$ cat config.mk
export PLATFORM = sky130hd
export DESIGN_NAME = uart_tx_fifo
export DESIGN_NICKNAME = d
export VERILOG_FILES = /design/src/rtl/uart_tx_fifo.sv
export SDC_FILE = /design/constraint.sdc
export NUM_CORES = 1
export LEC_CHECK = 0
export CAP_MARGIN = 0
export CORE_ASPECT_RATIO = 1.25
export CORE_MARGIN = 4
export CORE_UTILIZATION = 50
export DETAILED_ROUTE_END_ITERATION = 6
export GPL_TIMING_DRIVEN = 0
export HOLD_SLACK_MARGIN = 0.12
export PLACE_DENSITY = 0.8
export SYNTH_ARGS = -nofsm -noshare
export SYNTH_HDL_FRONTEND = slang
export SYNTH_SLANG_ARGS = --single-unit
$ cat constraint.sdc
create_clock -name clk -period 6.5 [get_ports clk]
set_clock_uncertainty 0.2 [all_clocks]
set_input_delay 0.65 -clock clk [delete_from_list [all_inputs] [get_ports clk]]
set_output_delay 0.65 -clock clk [all_outputs]
set_load 0.01 [all_outputs]
$ cat src/rtl/uart_tx_fifo.sv
// UART transmitter fed by an internal TX FIFO. The frame format (5..DATA_WIDTH data bits,
// optional parity, 1 or 2 stop bits) is latched when each frame starts.
module uart_tx_fifo #(
  parameter int DATA_WIDTH = 8,
  parameter int FIFO_DEPTH = 8
) (
  input  logic                        clk,
  input  logic                        resetn,
  input  logic                        baud_tick,
  input  logic                        wr_valid,
  input  logic [DATA_WIDTH-1:0]       wr_data,
  output logic                        wr_ready,
  input  logic [3:0]                  cfg_data_bits,
  input  logic                        cfg_parity_en,
  input  logic                        cfg_parity_odd,
  input  logic                        cfg_stop2,
  output logic                        tx,
  output logic                        tx_busy,
  output logic                        tx_done,
  output logic [$clog2(FIFO_DEPTH):0] fifo_level
);

  localparam int PTR_W = $clog2(FIFO_DEPTH);
  localparam int LVL_W = PTR_W + 1;
  localparam logic [LVL_W-1:0] FULL_LVL = LVL_W'(FIFO_DEPTH);
  localparam logic [3:0] MIN_BITS = 4'd5;
  localparam logic [3:0] MAX_BITS = 4'(DATA_WIDTH);

  localparam logic [2:0] S_IDLE   = 3'd0;
  localparam logic [2:0] S_START  = 3'd1;
  localparam logic [2:0] S_DATA   = 3'd2;
  localparam logic [2:0] S_PARITY = 3'd3;
  localparam logic [2:0] S_STOP1  = 3'd4;
  localparam logic [2:0] S_STOP2  = 3'd5;

  function automatic logic [3:0] clamp_bits(input logic [3:0] req);
    if (req < MIN_BITS) return MIN_BITS;
    if (req > MAX_BITS) return MAX_BITS;
    return req;
  endfunction

  // Parity covers only the low n bits; the odd flag seeds the XOR chain.
  function automatic logic calc_parity(input logic [DATA_WIDTH-1:0] d,
                                       input logic [3:0] n,
                                       input logic odd);
    logic p;
    p = odd;
    for (int i = 0; i < DATA_WIDTH; i++) begin
      if (4'(i) < n) p = p ^ d[i];
    end
    return p;
  endfunction

  logic [DATA_WIDTH-1:0] mem [FIFO_DEPTH];
  logic [PTR_W-1:0]      rd_ptr;
  logic [PTR_W-1:0]      wr_ptr;
  logic                  fifo_empty;
  logic                  push;
  logic                  pop;

  logic [2:0]            state;
  logic [3:0]            bit_cnt;
  logic [DATA_WIDTH-1:0] shreg;
  logic [3:0]            nbits_q;
  logic                  par_en_q;
  logic                  stop2_q;
  logic                  par_q;
  logic                  last_bit;
  logic                  frame_end;
  logic                  shift_en;

  assign fifo_empty = (fifo_level == '0);
  assign wr_ready   = (fifo_level != FULL_LVL);
  assign push       = wr_valid && wr_ready;
  assign last_bit   = (bit_cnt == (nbits_q - 4'd1));

  always_comb begin
    frame_end = 1'b0;
    if (state == S_STOP2) begin
      frame_end = 1'b1;
    end else if ((state == S_STOP1) && !stop2_q) begin
      frame_end = 1'b1;
    end
  end

  // A frame is only ever started from IDLE or from the tick that closes the previous frame.
  assign pop      = baud_tick && !fifo_empty && ((state == S_IDLE) || frame_end);
  assign shift_en = baud_tick && ((state == S_START) || ((state == S_DATA) && !last_bit));

  // ---- FIFO storage and pointers ----
  always_ff @(posedge clk) begin
    if (push) mem[wr_ptr] <= wr_data;
  end

  always_ff @(posedge clk or negedge resetn) begin
    if (!resetn) begin
      rd_ptr     <= '0;
      wr_ptr     <= '0;
      fifo_level <= '0;
    end else begin
      if (push) wr_ptr <= wr_ptr + 1'b1;
      if (pop)  rd_ptr <= rd_ptr + 1'b1;
      case ({push, pop})
        2'b10:   fifo_level <= fifo_level + 1'b1;
        2'b01:   fifo_level <= fifo_level - 1'b1;
        default: fifo_level <= fifo_level;
      endcase
    end
  end

  // ---- frame datapath: loaded on pop, shifted LSB-first ----
  always_ff @(posedge clk) begin
    if (pop) begin
      shreg    <= mem[rd_ptr];
      nbits_q  <= clamp_bits(cfg_data_bits);
      par_en_q <= cfg_parity_en;
      stop2_q  <= cfg_stop2;
      par_q    <= calc_parity(mem[rd_ptr], clamp_bits(cfg_data_bits), cfg_parity_odd);
    end else if (shift_en) begin
      shreg <= shreg >> 1;
    end
  end

  // ---- frame sequencer ----
  always_ff @(posedge clk or negedge resetn) begin
    if (!resetn) begin
      state   <= S_IDLE;
      bit_cnt <= '0;
      tx      <= 1'b1;
      tx_busy <= 1'b0;
      tx_done <= 1'b0;
    end else begin
      tx_done <= 1'b0;
      if (baud_tick) begin
        case (state)
          S_IDLE: begin
            if (pop) begin
              state   <= S_START;
              tx      <= 1'b0;
              tx_busy <= 1'b1;
            end
          end
          S_START: begin
            state   <= S_DATA;
            tx      <= shreg[0];
            bit_cnt <= '0;
          end
          S_DATA: begin
            if (last_bit) begin
              if (par_en_q) begin
                state <= S_PARITY;
                tx    <= par_q;
              end else begin
                state <= S_STOP1;
                tx    <= 1'b1;
              end
            end else begin
              tx      <= shreg[0];
              bit_cnt <= bit_cnt + 4'd1;
            end
          end
          S_PARITY: begin
            state <= S_STOP1;
            tx    <= 1'b1;
          end
          S_STOP1, S_STOP2: begin
            if (frame_end) begin
              tx_done <= 1'b1;
              if (pop) begin
                state <= S_START;
                tx    <= 1'b0;
              end else begin
                state   <= S_IDLE;
                tx      <= 1'b1;
                tx_busy <= 1'b0;
              end
            end else begin
              state <= S_STOP2;
              tx    <= 1'b1;
            end
          end
          default: begin
            state   <= S_IDLE;
            tx      <= 1'b1;
            tx_busy <= 1'b0;
          end
        endcase
      end
    end
  end

endmodule
==> results of run 1 <==
[layer usage]
| metal | up-vias | track usage |
|---|---|---|
| met5 | - | 0 |
| met4 | 0 | 0.0644 |
| met3 | 12 | 0.0295 |
| met2 | 51 | 0.279 |
| met1 | 1197 | 0.204 |
| li1 | 1135 | - |
[area by class of cell]
| class | instances | area (um2) | share of cell area |
|---|---|---|---|
| inverter | 13 | 48.8 | 0.00977 |
| tap | 117 | 146 | 0.0293 |
| clock buffer | 9 | 124 | 0.0248 |
| multi-input combinational | 154 | 1400 | 0.280 |
| sequential | 99 | 2870 | 0.575 |
| clock inverter | 7 | 82.6 | 0.0165 |
| buffer | 9 | 61.3 | 0.0123 |
| timing repair buffer | 26 | 260 | 0.0521 |
[sequential cells by signal (all words and copies together), names as in the netlist, 3 cells and up]
register	flops
wr_ptr	3
mem	64
bit_cnt	4
nbits_q	4
shreg	8
fifo_level	4
state	3
rd_ptr	3
[path summary, 6_finish.rpt]
check | to | startpoint | depth (start not counted)
max | fifo_level[3] | baud_tick | 11
min | tx_busy | tx_busy | 1
max reg2reg | fifo_level[3] | state[0] | 11
min reg2reg | tx_busy | tx_busy | 1
max in group asynchronous | rd_ptr[1] | resetn | 1
min in group asynchronous | fifo_level[2] | resetn | 1
[logic make-up after synthesis]
group / after synthesis / share of synthesized area
and+or+nand+nor: 59 / 0.0627
AOI/OAI and AO/OA: 42 / 0.0661
buffers and inverters: 22 / 0.0252
muxes: 27 / 0.121
xor gates and xnor gates: 18 / 0.0426
DFF: 99 / 0.657
adders and majority gates: 8 / 0.0246
[cell usage after synthesis (2+ instances only)]
cell type and count:
a211oi_1 3, a21o_1 4, a21oi_1 8, a22o_1 2
a31oi_1 2, buf_2 2, clkbuf_1 4, dfrtp_1 19
edfxtp_1 79, ha_1 7, inv_1 13, mux2_2 3
mux2i_1 8, mux4_1 15, nand2_1 24, nand2b_1 5
nand3_1 3, nor2_1 12, nor2b_1 3, nor3_1 6
o21ai_0 13, o22ai_1 2, xnor2_1 12, xor2_1 4
[through the flow]
stage | worst slack (ns) | hold slack (ns) | util | power, mW | cell area [um2]
floorplan | 3.43 | 0.154 | - | 1.60 | 4370
global placement | 2.55 | 0.290 | 0.570 | 1.80 | 4780
detailed placement | 2.42 | 0.287 | 0.570 | 1.84 | 4780
CTS | 2.84 | 0.311 | 0.595 | 2.25 | 4980
global route | 2.51 | 0.340 | 0.596 | 2.39 | 4990
finish | 2.84 | 0.305 | 0.596 | 2.23 | 4990
[power by group through the flow]
stage	sequential, mW	combinational (mW)	clock [mW]
after floorplan	0.966	0.635	0
after global placement	0.972	0.827	0
after detailed placement	0.984	0.861	0
after CTS	0.970	0.860	0.416
after global routing	0.991	0.948	0.446
final	0.971	0.849	0.408
[cells in the final DEF, fill, tap and decap left out, types with 2 or more instances in the layout]
cell type / netlist / layout
inv_6: 0 / 3
nand3_1: 3 / 3
a21o_1: 4 / 4
nand2_1: 24 / 24
a22o_1: 2 / 2
nor3_2: 0 / 2
mux4_1: 15 / 15
xnor2_1: 12 / 12
a21oi_1: 8 / 8
clkdlybuf4s50_1: 0 / 26
nand2b_1: 5 / 5
ha_1: 7 / 7
xor2_1: 4 / 4
mux2i_1: 8 / 8
o21ai_0: 13 / 13
nor3_1: 6 / 4
a31oi_1: 2 / 2
mux2_2: 3 / 3
dfrtp_1: 19 / 19
buf_2: 2 / 2
inv_1: 13 / 13
nor2b_1: 3 / 3
clkbuf_1: 4 / 4
edfxtp_1: 79 / 79
clkinvlp_4: 0 / 2
a211oi_1: 3 / 3
nor2_1: 12 / 12
clkbuf_8: 0 / 9
o22ai_1: 2 / 2
[worst max-delay path, delay by kind of cell]
family,cells,cell delay [ns]
buffers and inverters,2,1.16
and+or+nand+nor,2,0.37
xor gates and xnor gates,2,0.28
adders and majority gates,2,0.51
AOI/OAI and AO/OA,3,0.75
==> metrics.md, run 1 <==
| Metric | Value |
|---|---|
| Status | `completed` |
| CTS Hold Bufs | `0` |
| Synth Instances | `about 280` |
| Worst Max-Slew Pin Slew | `0.910 ns` |
| Area contributors post-synth | `edfxtp_1 (54%), dfrtp_1 (11%), mux4_1 (9.0%)` |
| Largest area contributor in the netlist | `edfxtp_1` |
| Reg power frac | `0.436` |
| Clock power share | `0.183` |
| Router iterations before antenna repair | `4` |
| Gp weighted congestion | `0.900` |
| Fill cells | `~630` |
| Post-Layout Cell Count | `434` |
| Overflow left after global routing | `0` |
| YS warnings | `0` |
| Hold Path Class | `reg -> reg` |
| DRC | `0` |
| Largest net degree at the start of global routing | `21` |
| Synth Flop Type | `edfxtp_1` |
| Die X | `91.6 um` |
| Critical path fanouts, max | `10` |
| Share of layout cells above drive strength 1 | `0.0946` |
| CP arrival | `3.72 ns` |
| Wire length per cell | `17.7 um` |
| Setup tns final | `0 ns` |
| Layout net count | `339` |
| Area Growth Syn to Fin | `14.3%` |
| CP dominant cell by count | `ha_1` |
| CTS tree | `yes` |
| Synth Cell Area | `around 0.0044 mm2` |
| P_sw | `0.748 mW` |
| Die H | `113 um` |
| Syn nets | `302` |
| Diodes inserted | `0` |
| Htree depth | `3` |
| Critical path required time | `~6.6 ns` |
| GRT Total Usage | `0.163` |
| Met3 wire length | `~260 um` |
| CTS Buf Count | `9` |
| Reg clk slew, reported paths | `0.10 ns` |
| Critical path startpoint category | `primary input` |
| Slew Viols, Final | `0` |
| Syn_area_per_cell | `15.9 um2` |
| Leak | `~1.8 nW` |
| Min Tclk post-route | `3.66 ns` |
| Slew HR | `0.391` |
| CP Cell Sequence | `clkdlybuf4s50_1, nor2b_1, o2111ai_1, inv_1, ha_1, ha_1, a21o_1, a21oi_1, xnor2_1, nor2_1, xor2_1` |
| Wire length on met1 | `3240 um` |
| Yosys reg bits | `99` |
| Final Hold Viols | `0` |
| Post-DRT Antenna Nets | `0` |
| PostCTS Resize Cnt | `0` |
| # rows | `37` |
| Slowest stage cell, crit path | `clkdlybuf4s50_1` |
| Final WL | `around 7700 um` |
| RSZ-0062 raised after global routing | `no` |
| First-pass GRT wire length | `roughly 13000 um` |
| CP max stage delay | `between 0.6 and 0.7 ns` |
| Power Dens Cells | `446 mW/mm2` |
| Clk sinks | `99` |
| Dpl cells | `between 400 and 500` |
| Met2 wire len | `4040 um` |
| Switch share | `0.335` |
| Core Box Area | `0.00838 mm2` |
| Uppermost routed layer | `met4` |
| Postcts setup bufs | `0` |
| Share of the synthesized area in the top cell type | `0.543` |
| Crit path kind | `in -> reg` |
| Flop-to-flop setup slack | `~3 ns` |
| Final Setup Violations | `0` |
| # Max-Cap Violations | `0` |
| Synth async-reset ratio | `0.202` |
| Max VDD drop | `0.238 mV` |
| I/O Pins | `27` |
| Starting density of the core | `0.522` |
| Comb power frac | `0.381` |
| Clk buf depth | `2` |
| Netlist cell types | `46` |
| Post-synth EDFFs | `79` |
| Final HPWL from detailed placement | `5300 um` |
| Port Buf Inserts | `26` |
| Clk root buf | `clkbuf_8` |
| Via density | `5.52` |
| Crit path capture type | `register` |
| Fmax | `0.273 GHz` |
| Tcrit/Tclk final | `0.563` |
| Die area | `a little over 0.01 mm2` |
| Initial antenna violation count | `0` |
| Vias in the first global route | `2445` |
| DRT iter0 DRCs | `~180` |
| Detailed-route via count | `2395` |
| Int Power | `~1.5 mW` |
| Register area share after synthesis | `0.657` |
| Latest clock arrival within the worst-skew pair | `0.37 ns` |
No activity file was read; power rests on OpenSTA's default activity.
==> run 2: changes to the inputs <==
clock period = 3.7 ns   (was 6.5 ns; I/O delays follow)
==> metrics.md, run 2 (synthesis gave the netlist of run 1 again) <==
| Metric | Value |
|---|---|
| Wire length per cell | `17.6 um` |
| PostCTS Resize Cnt | `0` |
| Diodes inserted | `0` |
| Switch share | `0.335` |
| Router iterations before antenna repair | `4` |
| Post-place setup slack | `-0.102 ns` |
| GRT Total Usage | `0.163` |
| Reg power frac | `0.436` |
| Status | `completed` |
| Overflow left after global routing | `0` |
| Clk root buf | `clkbuf_8` |
| Slew HR | `0.391` |
| GRT Max-Usage Layer | `met2` |
| Crit path kind | `in -> reg` |
| I/O Pins | `27` |
| # rows | `37` |
| Critical path startpoint category | `primary input` |
| Vias in the first global route | `2445` |
| Max VDD drop | `roughly 0.42 mV` |
| Critical path required time | `3.76 ns` |
| Final HPWL from detailed placement | `between 5000 and 6000 um` |
| Latest clock arrival within the worst-skew pair | `0.36 ns` |
| Via density | `about 5.5` |
| Commonest non-fill, non-tap cell in the layout | `edfxtp_1` |
| Die H | `113 um` |
| Clk buf depth | `2` |
| Top Registers | `mem (64), shreg (8)` |
| Met1 Resource Use GR | `0.204` |
| Die X | `91.6 um` |
| Biggest register | `mem` |
| Fmax | `between 0.3 and 0.4 GHz` |
| DRC | `0` |
| CTS Hold Bufs | `0` |
| Reg clk slew, reported paths | `0.10 ns` |
| Final WS setup | `0.464 ns` |
| Met3 Track Usage GR | `0.0295` |
| # Max-Cap Violations | `0` |
| Die area | `between 0.01 and 0.015 mm2` |
| Critical path fanouts, max | `10` |
| Port Buf Inserts | `26` |
| RSZ-0062 raised after global routing | `no` |
| Min Tclk post-route | `3.24 ns` |
| Layout net count | `339` |
| Gp weighted congestion | `0.900` |
| GR Util met2 | `0.279` |
| DRT iter0 DRCs | `~170` |
| Starting density of the core | `0.522` |
| Int Power | `2.60 mW` |
| Crit path capture type | `register` |
| Fin Hold WS | `0.304 ns` |
| Tcrit/Tclk final | `0.875` |
| Design Area, Final | `0.00500 mm2` |
| Area Growth Syn to Fin | `14.4%` |
| Setup tns final | `0 ns` |
| Slew Viols, Final | `0` |
| Final Power | `a little under 4 mW` |
| Share of layout cells above drive strength 1 | `0.0978` |
| Final Hold Viols | `0` |
| CP arrival | `about 3.3 ns` |
| Final WL | `between 7000 and 8000 um` |
| Comb power frac | `0.382` |
| Clock power share | `0.183` |
| Power Dens Cells | `783 mW/mm2` |
| CTS Buf Count | `9` |
| Hold Path Class | `in -> async` |
| Initial antenna violation count | `0` |
| Detailed-route via count | `2374` |
| Placed cell area | `about 0.0048 mm2` |
| P_sw | `1.31 mW` |
| Largest net degree at the start of global routing | `21` |
| Postcts setup bufs | `0` |
| CTS tree | `yes` |
| Commonest non-fill, non-tap cells in the layout | `edfxtp_1 (79), clkdlybuf4s50_1 (26), nand2_1 (24)` |
| Final Setup Violations | `0` |
| Max FFs per register | `64` |
| Htree depth | `3` |
| Clk sinks | `99` |
| Worst Max-Slew Pin Slew | `about 0.9 ns` |
| First-pass GRT wire length | `12700 um` |
| Core Box Area | `between 0.008 and 0.009 mm2` |
| Leak | `approximately 1.8 nW` |
| Post-DRT Antenna Nets | `0` |
==> run 2: per-stage QoR <==
step                utilization  cells
global route              0.597    434
detailed placement        0.570    418
floorplan                     -    275
global placement          0.570    418
CTS                       0.595    434
finish                    0.597    434
==> run 2: worst paths after layout <==
kind / slack [ns] / start / depth (start not counted) / endpoint
max: 0.46 / baud_tick / 11 / fifo_level[3]
min: 0.30 / resetn / 1 / fifo_level[2]
max reg2reg: 0.47 / fifo_level[0] / 10 / fifo_level[3]
min reg2reg: 0.31 / tx_busy / 1 / tx_busy
max in group asynchronous: 2.44 / resetn / 1 / rd_ptr[1]
min in group clk: 0.31 / tx_busy / 1 / tx_busy
==> run 2: per-layer routing <==
metal | wire (um) | vias to the layer above
li1 | - | 1134
met1 | 3220 | 1177
met2 | 4040 | 48
met3 | 239 | 15
met4 | 133 | 0
met5 | 0 | -
==> run 2: worst max-delay path, cell delays in order <==
cell and delay (ns):
clkdlybuf4s50_1 0.68, nor2b_1 0.33, o2111ai_2 0.30, inv_1 0.40
ha_1 0.27, ha_1 0.24, a21o_1 0.18, a21oi_1 0.17
xnor2_1 0.13, nor2_1 0.06, xor2_1 0.14
==> run 2: power by group through the flow <==
stage	registers [mW]	clock network [mW]	logic (mW)
floorplan	1.70	0	1.11
global placement	1.71	0	1.45
detailed placement	1.73	0	1.51
CTS	1.70	0.731	1.51
global route	1.74	0.784	1.67
finish	1.71	0.716	1.50
==> run 2: layout make-up <==
cell class | instances | area [um2]
Buffer | 9 | 61.3
Clock buffer | 9 | 124
Clock inverter | 7 | 82.6
Fill cell | 630 | 3380
Inverter | 13 | 48.8
Multi-Input combinational cell | 154 | 1400
Sequential cell | 99 | 2870
Tap cell | 117 | 146
Timing Repair Buffer | 26 | 260
